## src/rtl/freq_meas_ctrl.sv

```systemverilog
`timescale 1ns/1ps
// freq_meas_ctrl
// Measurement sequencer for the equal-precision frequency meter. It opens a
// preset gate on the gate/counter datapath and clears its counters. It picks
// the direct or /16 prescaled path from the returned M/N counts, using
// hysteresis and at most one range switch per measurement. Each scaled M/N
// result is offered downstream through a valid/ready handshake.
//
// Ports:
//   clk_50M, rst        system clock, asynchronous active-high reset
//   start, cont         single-shot request, continuous mode
//   gate_sel[1:0]       preset gate length select (sampled in CLEAR)
//   gate_pre, clr_cnt   preset gate and counter clear to the datapath
//   div_sel             0 = direct path, 1 = /16 prescaled path
//   gate_real           precise gate returned by the datapath
//   M_in, N_in          reference and input counts from the datapath
//   M_out, N_out        latched result (N_out rescaled to direct-path units)
//   range_out, err_noin path used for the result, no-input/timeout flag
//   result_valid/ready  result handshake
//   busy                high whenever the sequencer is not idle
module freq_meas_ctrl #(
  parameter int unsigned GATE_TIMEOUT = 100_000_000,
  parameter int unsigned GATE_LEN0    = 500_000,
  parameter int unsigned GATE_LEN1    = 5_000_000,
  parameter int unsigned GATE_LEN2    = 50_000_000
) (
  input  logic        clk_50M,
  input  logic        rst,
  input  logic        start,
  input  logic        cont,
  input  logic [1:0]  gate_sel,
  output logic        gate_pre,
  output logic        clr_cnt,
  output logic        div_sel,
  input  logic        gate_real,
  input  logic [31:0] M_in,
  input  logic [31:0] N_in,
  output logic [31:0] M_out,
  output logic [31:0] N_out,
  output logic        range_out,
  output logic        err_noin,
  output logic        result_valid,
  input  logic        result_ready,
  output logic        busy
);

  localparam int unsigned GL_MAX01 = (GATE_LEN0 > GATE_LEN1) ? GATE_LEN0 : GATE_LEN1;
  localparam int unsigned GL_MAX   = (GL_MAX01 > GATE_LEN2) ? GL_MAX01 : GATE_LEN2;
  localparam int unsigned GC_W     = $clog2(GL_MAX + 1);
  localparam int unsigned TO_W     = $clog2(GATE_TIMEOUT + 1);

  typedef enum logic [2:0] {
    S_IDLE, S_CLEAR, S_OPEN, S_CLOSE, S_EVAL, S_PRESENT
  } state_t;

  state_t          r_state;
  logic [GC_W-1:0] r_gate_cnt;
  logic [TO_W-1:0] r_to_cnt;
  logic            r_gate_prev;
  logic            r_seen_rise;
  logic            r_close_first;
  logic            r_noin;
  logic            r_sw_used;
  logic            r_gate_pre;
  logic            r_clr_cnt;
  logic            r_div_sel;
  logic [31:0]     r_m_out;
  logic [31:0]     r_n_out;
  logic            r_range;
  logic            r_err;
  logic            r_valid;
  logic            r_busy;

  logic [GC_W-1:0] w_gate_load;
  logic            w_rise;
  logic            w_fall;
  logic [39:0]     w_n_x4;
  logic [39:0]     w_n_x128;
  logic [39:0]     w_m_ext;
  logic            w_go_up;
  logic            w_go_dn;

  // Gate counter preload: counts down to zero, so L-1 gives L open cycles.
  always_comb begin
    w_gate_load = GC_W'(GATE_LEN2 - 1);
    case (gate_sel)
      2'b00:   w_gate_load = GC_W'(GATE_LEN0 - 1);
      2'b01:   w_gate_load = GC_W'(GATE_LEN1 - 1);
      default: w_gate_load = GC_W'(GATE_LEN2 - 1);
    endcase
  end

  assign w_rise = gate_real & ~r_gate_prev;
  assign w_fall = r_gate_prev & ~gate_real;

  // 40-bit range products: N*4 > M means f > 12.5 MHz, N*128 < M means f < 6.25 MHz.
  assign w_n_x4   = {6'd0, N_in, 2'b00};
  assign w_n_x128 = {1'b0, N_in, 7'd0};
  assign w_m_ext  = {8'd0, M_in};
  assign w_go_up  = ~r_div_sel & (w_n_x4 > w_m_ext) & ~r_sw_used;
  assign w_go_dn  = r_div_sel & (w_n_x128 < w_m_ext) & ~r_sw_used;

  // Sequencer with registered outputs.
  always_ff @(posedge clk_50M or posedge rst) begin
    if (rst) begin
      r_state       <= S_IDLE;
      r_gate_cnt    <= '0;
      r_to_cnt      <= '0;
      r_gate_prev   <= 1'b0;
      r_seen_rise   <= 1'b0;
      r_close_first <= 1'b0;
      r_noin        <= 1'b0;
      r_sw_used     <= 1'b0;
      r_gate_pre    <= 1'b0;
      r_clr_cnt     <= 1'b0;
      r_div_sel     <= 1'b0;
      r_m_out       <= '0;
      r_n_out       <= '0;
      r_range       <= 1'b0;
      r_err         <= 1'b0;
      r_valid       <= 1'b0;
      r_busy        <= 1'b0;
    end else begin
      r_gate_prev <= gate_real;
      r_clr_cnt   <= 1'b0;
      case (r_state)
        S_IDLE: begin
          r_sw_used <= 1'b0;
          if (start || cont) begin
            r_state   <= S_CLEAR;
            r_clr_cnt <= 1'b1;
            r_busy    <= 1'b1;
          end
        end
        S_CLEAR: begin
          r_gate_cnt  <= w_gate_load;
          r_seen_rise <= 1'b0;
          r_gate_pre  <= 1'b1;
          r_state     <= S_OPEN;
        end
        S_OPEN: begin
          if (w_rise) r_seen_rise <= 1'b1;
          if (r_gate_cnt == '0) begin
            r_gate_pre    <= 1'b0;
            r_close_first <= 1'b1;
            r_to_cnt      <= '0;
            r_state       <= S_CLOSE;
          end else begin
            r_gate_cnt <= r_gate_cnt - GC_W'(1);
          end
        end
        S_CLOSE: begin
          r_close_first <= 1'b0;
          // No rise during the gate and still low on entry: nothing to wait for.
          if (r_close_first && !r_seen_rise && !gate_real) begin
            r_noin  <= 1'b1;
            r_state <= S_EVAL;
          end else if (w_fall) begin
            r_noin  <= 1'b0;
            r_state <= S_EVAL;
          end else if (r_to_cnt == TO_W'(GATE_TIMEOUT - 1)) begin
            r_noin  <= 1'b1;
            r_state <= S_EVAL;
          end else begin
            r_to_cnt <= r_to_cnt + TO_W'(1);
          end
        end
        S_EVAL: begin
          if (r_noin) begin
            r_m_out <= M_in;
            r_n_out <= '0;
            r_range <= r_div_sel;
            r_err   <= 1'b1;
            r_valid <= 1'b1;
            r_state <= S_PRESENT;
          end else if (w_go_up) begin
            r_div_sel <= 1'b1;
            r_sw_used <= 1'b1;
            r_clr_cnt <= 1'b1;
            r_state   <= S_CLEAR;
          end else if (w_go_dn) begin
            r_div_sel <= 1'b0;
            r_sw_used <= 1'b1;
            r_clr_cnt <= 1'b1;
            r_state   <= S_CLEAR;
          end else begin
            r_m_out <= M_in;
            r_n_out <= r_div_sel ? (N_in << 4) : N_in;
            r_range <= r_div_sel;
            r_err   <= 1'b0;
            r_valid <= 1'b1;
            r_state <= S_PRESENT;
          end
        end
        S_PRESENT: begin
          if (result_ready) begin
            r_valid   <= 1'b0;
            r_sw_used <= 1'b0;
            if (cont) begin
              r_clr_cnt <= 1'b1;
              r_state   <= S_CLEAR;
            end else begin
              r_busy  <= 1'b0;
              r_state <= S_IDLE;
            end
          end
        end
        default: begin
          r_gate_pre <= 1'b0;
          r_valid    <= 1'b0;
          r_busy     <= 1'b0;
          r_state    <= S_IDLE;
        end
      endcase
    end
  end

  assign gate_pre     = r_gate_pre;
  assign clr_cnt      = r_clr_cnt;
  assign div_sel      = r_div_sel;
  assign M_out        = r_m_out;
  assign N_out        = r_n_out;
  assign range_out    = r_range;
  assign err_noin     = r_err;
  assign result_valid = r_valid;
  assign busy         = r_busy;

endmodule

```

## config.mk

```make
export PLATFORM = sky130hd
export DESIGN_NAME = freq_meas_ctrl
export DESIGN_NICKNAME = d
export VERILOG_FILES = /design/src/rtl/freq_meas_ctrl.sv
export SDC_FILE = /design/constraint.sdc
export NUM_CORES = 1
export LEC_CHECK = 0
export CAP_MARGIN = 5
export CORE_ASPECT_RATIO = 0.6
export CORE_UTILIZATION = 49
export DETAILED_ROUTE_END_ITERATION = 12
export GPL_TIMING_DRIVEN = 0
export PLACE_DENSITY = 0.76
export RECOVER_POWER = 25
export SKIP_LAST_GASP = 1
export SLEW_MARGIN = 20
export SYNTH_ARGS = -nofsm -noshare
export SYNTH_HDL_FRONTEND = slang
export SYNTH_SLANG_ARGS = --single-unit
```

## constraint.sdc

```tcl
create_clock -name clk_50M -period 4.6 [get_ports clk_50M]
set_input_delay 0.92 -clock clk_50M [delete_from_list [all_inputs] [get_ports clk_50M]]
set_output_delay 0.92 -clock clk_50M [all_outputs]
set_load 0.02 [all_outputs]
```

# Word-level counts from Yosys, hierarchy flattened
# Cells that the tools add are included.
[op_classes]
n_addsub = 2
magnitude_cmp = 2
eq_ne = 23
muxes = 63
bitwise_logic = 14
reduce_logical = 28
[op_table]
columns = ["cell", "count"]
rows = [
  ["2-to-1 mux 32 bit", 7],
  ["2-to-1 mux 27 bit", 4],
  ["one-hot mux 26 bit (2 select lines)", 2],
  ["one-hot mux 27 bit (2 select lines)", 1],
  ["< comparator 39 x 32 -> 1 bit", 1],
  ["greater-than comparator 34 x 32 -> 1 bit", 1],
  ["2-to-1 mux 1 bit", 31],
  ["adder 27 x 1 -> 27 bit, second input constant", 1],
  ["== test 27 bit, second input constant", 1],
  ["2-to-1 mux 3 bit", 9],
  ["zero test 26 bit", 1],
  ["2-to-1 mux 26 bit", 1],
  ["subtractor 26 x 1 -> 26 bit, second input constant", 1],
  ["inequality test 2 bit, second input constant", 12],
  ["one-hot mux 3 bit (6 select lines)", 1],
  ["AND reduction 4 bit", 4],
  ["one-hot mux 1 bit (3 select lines)", 5],
  ["OR reduction 4 bit", 3],
  ["AND reduction 2 bit", 5],
  ["inequality test 3 bit, second input constant", 3],
  ["NOT 1 bit", 8],
  ["AND 1 bit", 6],
  ["== test 3 x 2 -> 1 bit, second input constant", 2],
  ["== test 3 bit, second input constant", 2],
  ["other kinds (13)", 20],
]
[word_totals]
register_bits = 132
input_bits = 72

# Logic depth before layout (Yosys ltp)
[depth]
word_depth = 7
depth_mapped = 11

# Worst setup path after synthesis
# OpenSTA, ideal clock, no wires.
[synth_timing]
kind = "input-to-reg"
start = "input port M_in[21]"
end = "register r_n_out[10] (netlist: N_out[10])"
setup_time_ps = 138
t_arrival_ps = 3156
t_required_ps = 4462
path_slack_ps = 1305
stages = 9
path_buffers = 1
path_cell_list = "inv_1 -> ha_1 -> nand4_1 -> or4_1 -> o2111ai_1 -> o211ai_1 -> nor3_1 -> clkbuf_1 -> o22ai_1"
[synth_between]
elab_chain_cells = 5
word_cells_on_any_way = 9
[synth_lines]
columns = ["item", "line", "rtl"]
rows = [
  ["from (decl)", "36", "input logic [31:0] M_in,"],
  ["< comparator 39 x 32 -> 1 bit or greater-than comparator 34 x 32 -> 1 bit (tied branches)", "101, 100", ""],
  ["AND 1 bit (on tied branches) (2 in series)", "101, 100", ""],
  ["inequality test 2 bit (no line)", "-", ""],
  ["AND reduction 3 bit (no line) (*)", "-", ""],
  ["to (signal assigned)", "188", "r_n_out <= r_div_sel ? (N_in << 4) : N_in;"],
  ["to (decl)", "68", "logic [31:0] r_n_out;"],
]
# Every way passes the cells marked *; elsewhere a longest branch is shown, timed or not.
# A chain may end at the register's enable or synchronous reset.

# Final worst setup path
[layout_timing]
start = "input port N_in[14]"
end = "register r_n_out[9] (netlist: N_out[9])"
[layout_between]
elab_chain_cells = 5
word_cells_on_any_way = 9
[layout_lines]
columns = ["item", "line", "rtl"]
rows = [
  ["from (decl)", "37", "input logic [31:0] N_in,"],
  ["< comparator 39 x 32 -> 1 bit or greater-than comparator 34 x 32 -> 1 bit (tied branches)", "101, 100", ""],
  ["AND 1 bit (on tied branches) (2 in series)", "101, 100", ""],
  ["inequality test 2 bit (no line)", "-", ""],
  ["AND reduction 3 bit (no line) (*)", "-", ""],
]
# Marks and branches as above.

==> flow_summary.toml <==
[outcome]
status = "complete, but fails checks"
violations = "max-capacitance violations, max-slew violations"

[global_route]
overflow = 0
grt_max_degree = 92
grt_pass1_wl_mm = 44.2
antenna_found_initial = 0
grt_pass1_vias = 8238
track_usage = 0.309

[detailed_routing]
dr.first_iter.drc_count = 1179
wl_per_cell_um = 19.7
routed_wl_mm = 27.8
drtAntennaViolNets = 0
viasPerCell = 6.24
drc = 0
num_vias = 8817
dr.pass1.iters = 6

[worst_hold_path]
hold_path.class = "flop to flop"

[final_layout]
finalNetCount = 1296
drive_gt1_frac = 0.0416
postLayoutCoreUtil = 0.641
final.fill_count = 1456
syn_to_final_growth_pct = 27.4

[placed_design]
port_buffers = 142
gp_congestion = 0.907
dp_slack_ns = -0.0608
dp.final_hpwl_mm = 20.5

[clock_tree]
cts_resized = 0
htreeDepth = 4
cts_setup_buffers = 0
cts_buffer_depth = 2
cts_tree = "done"
clk_latency_ns = 0.43
path_clk_slew_ns = 0.06
cts-root-buf = "clkbuf_16"
cts.sinks = 132
cts_made_buffers = 17
holdBufCountCts = 0

[timing]
slew_headroom = -0.279
slew_viol_final = 43
rsz0062_at_grt = "false"
hold_viol = 0
clock_skew_ns = 0.0133
period_needed_ns = 4.43
fmax_ghz = 0.226
setup_ws_ns = 0.169
final.period_utilization = 0.963
worst_slew_pin_slew_ns = 1.91
setup_viol = 0
whs_ns = 0.473

[synth]
syn_area_per_cell_um2 = 8.63
synth_nets = 1134
synthArstFlopShare = 1.00
ys_seq_elements = 132
synth_edf_count = 0
ys.flop_type = "dfrtp_1"
syn_area_mm2 = 0.00867
synth_warnings = 0
yosysSeqAreaShare = 0.381
syn_inst = 1005
synth.distinct_cells = 56

[floorplanning]
initial_utilization = 0.503
core_area_mm2 = 0.0172
die_x_um = 174
die_h_um = 105
io_pins = 143
dieArea_mm2 = 0.0182
rows = 37

[power_and_ir_drop]
power_leakage_nw = 4.70
total_power_mw = 5.63
p_per_area_mw_per_mm2 = 510
peakVddDrop_uv = 378

[setup_path]
path_max_fanout = 10
worstSetupPathType = "primary input to flop"
worstPathRequired_ns = 4.87
endpoint_kind = "flop"
cp_data_arrival_time_ns = 4.70
setup.worst_path.start_class = "primary input"

[flow_run]
maxCapViolations = 1
-- final cells by class --
cell class	count	area [µm²]	share of cell area
inverter	51	193	0.0174
timing repair buffer	143	1430	0.129
multi-input combinational	761	4940	0.448
tap	234	293	0.0265
sequential	132	3300	0.299
antenna	1	2.50	0.000227
clock inverter	14	225	0.0204
clock buffer	17	425	0.0385
buffer	61	231	0.0210
-- sequential cells by signal, summed over array words and instances, names as in the netlist --
signal         count
M_out             32
N_out             32
r_to_cnt          27
r_gate_cnt        26
r_state            3
busy               1
clr_cnt            1
div_sel            1
err_noin           1
gate_pre           1
r_close_first      1
r_gate_prev        1
r_noin             1
r_seen_rise        1
r_sw_used          1
range_out          1
result_valid       1
-- power breakdown --
group,switching [mW],internal (mW)
Sequential,0.310,1.49
Combinational,1.36,0.938
Clock,0.564,0.968
Total,2.24,3.39
-- worst max-delay path, cell delays in order --
cell and delay (ns):
clkdlybuf4s50_1 0.55, ha_1 0.40, nand4_1 0.18, or4_1 0.56, o2111ai_1 0.23, o211ai_1 0.36
nor3_1 0.76, clkbuf_1 0.53, o22ai_1 0.19
-- Yosys cell counts (5+ instances only) --
library cell  instances  share of area
nand4_1              12         0.0087
xor2_1                6         0.0061
a31oi_1               6         0.0043
xnor2_1              22          0.022
o22ai_1              32          0.023
and4_1                8         0.0081
o21ai_0              39          0.023
or3_1                 6         0.0043
nor4_1                9         0.0065
nor2b_1              36          0.026
dfrtp_1             132           0.38
nor3_1               29          0.017
mux2i_1              28          0.032
nor2_1               69          0.030
inv_1                51          0.022
o22a_1                5         0.0051
o21a_1                5         0.0043
a21oi_1              54          0.031
a221oi_1             37          0.037
and3_1               41          0.030
nand2b_1              5         0.0036
nand2_1             145          0.063
o311ai_0             32          0.032
ha_1                 57          0.082
nand3b_1              5         0.0043
nand3_1              20          0.012
clkbuf_1             59          0.026
-- cell usage in the layout (no fill, tap or decap), drive strengths merged, types with 20 or more instances in the layout --
cell,netlist,routed
and3,41,41
a21oi,54,54
xnor2,22,22
inv,51,53
a221oi,37,37
nand3,20,20
clkdlybuf4s50,0,140
dfrtp,132,132
o21ai,39,39
nand2,145,145
mux2i,28,28
ha,57,57
nor2,71,71
nor3,30,30
o22ai,32,32
clkbuf,59,77
nor2b,36,36
o311ai,32,32
-- logic make-up (layout without fill, tap and decap cells) --
kind of cell | after synthesis | count (layout) | share of synthesized area
XOR/XNOR | 28 | 28 | 0.0283
flip-flops | 132 | 132 | 0.381
AO/OA/AOI/OAI | 238 | 238 | 0.187
adder cells (fa/ha/maj) | 57 | 57 | 0.0823
buffers and inverters | 112 | 286 | 0.0488
multiplexers | 28 | 28 | 0.0323
other | 0 | 1 | 0
AND/OR/NAND/NOR | 410 | 410 | 0.240
-- final timing paths --
check	start	to	cells after the start	slack, ns
max	N_in[14]	N_out[9]$_DFFE_PP0P_	9	0.17
min in group asynchronous	rst	M_out[27]$_DFFE_PP0P_	2	1.44
max in group asynchronous	rst	N_out[12]$_DFFE_PP0P_	3	1.04
min	r_gate_prev$_DFF_PP0_	r_noin$_DFFE_PP0P_	1	0.47
min reg2reg	r_gate_prev$_DFF_PP0_	r_noin$_DFFE_PP0P_	1	0.47
max reg2reg	div_sel$_DFFE_PP0P_	N_out[21]$_DFFE_PP0P_	9	1.27
-- through the flow --
step                      std cells  instance area (µm²)  TNS, ns
after global placement         1381                10400  -248.51
final                          1414                11000        0
after floorplan                1005                 8670        0
after global routing           1413                11000        0
after CTS                      1413                11100        0
after detailed placement       1382                10400   -0.457
-- layer usage --
| layer | global-route usage | up-vias | routed length [µm] |
|---|---|---|---|
| met3 | 0.0633 | 33 | 2960 |
| met5 | 0 | - | 0 |
| met4 | 0.0764 | 0 | 300 |
| met1 | 0.483 | 4247 | 13400 |
| li1 | - | 4017 | - |
| met2 | 0.426 | 520 | 11100 |
(Power assumes the default switching activity.)
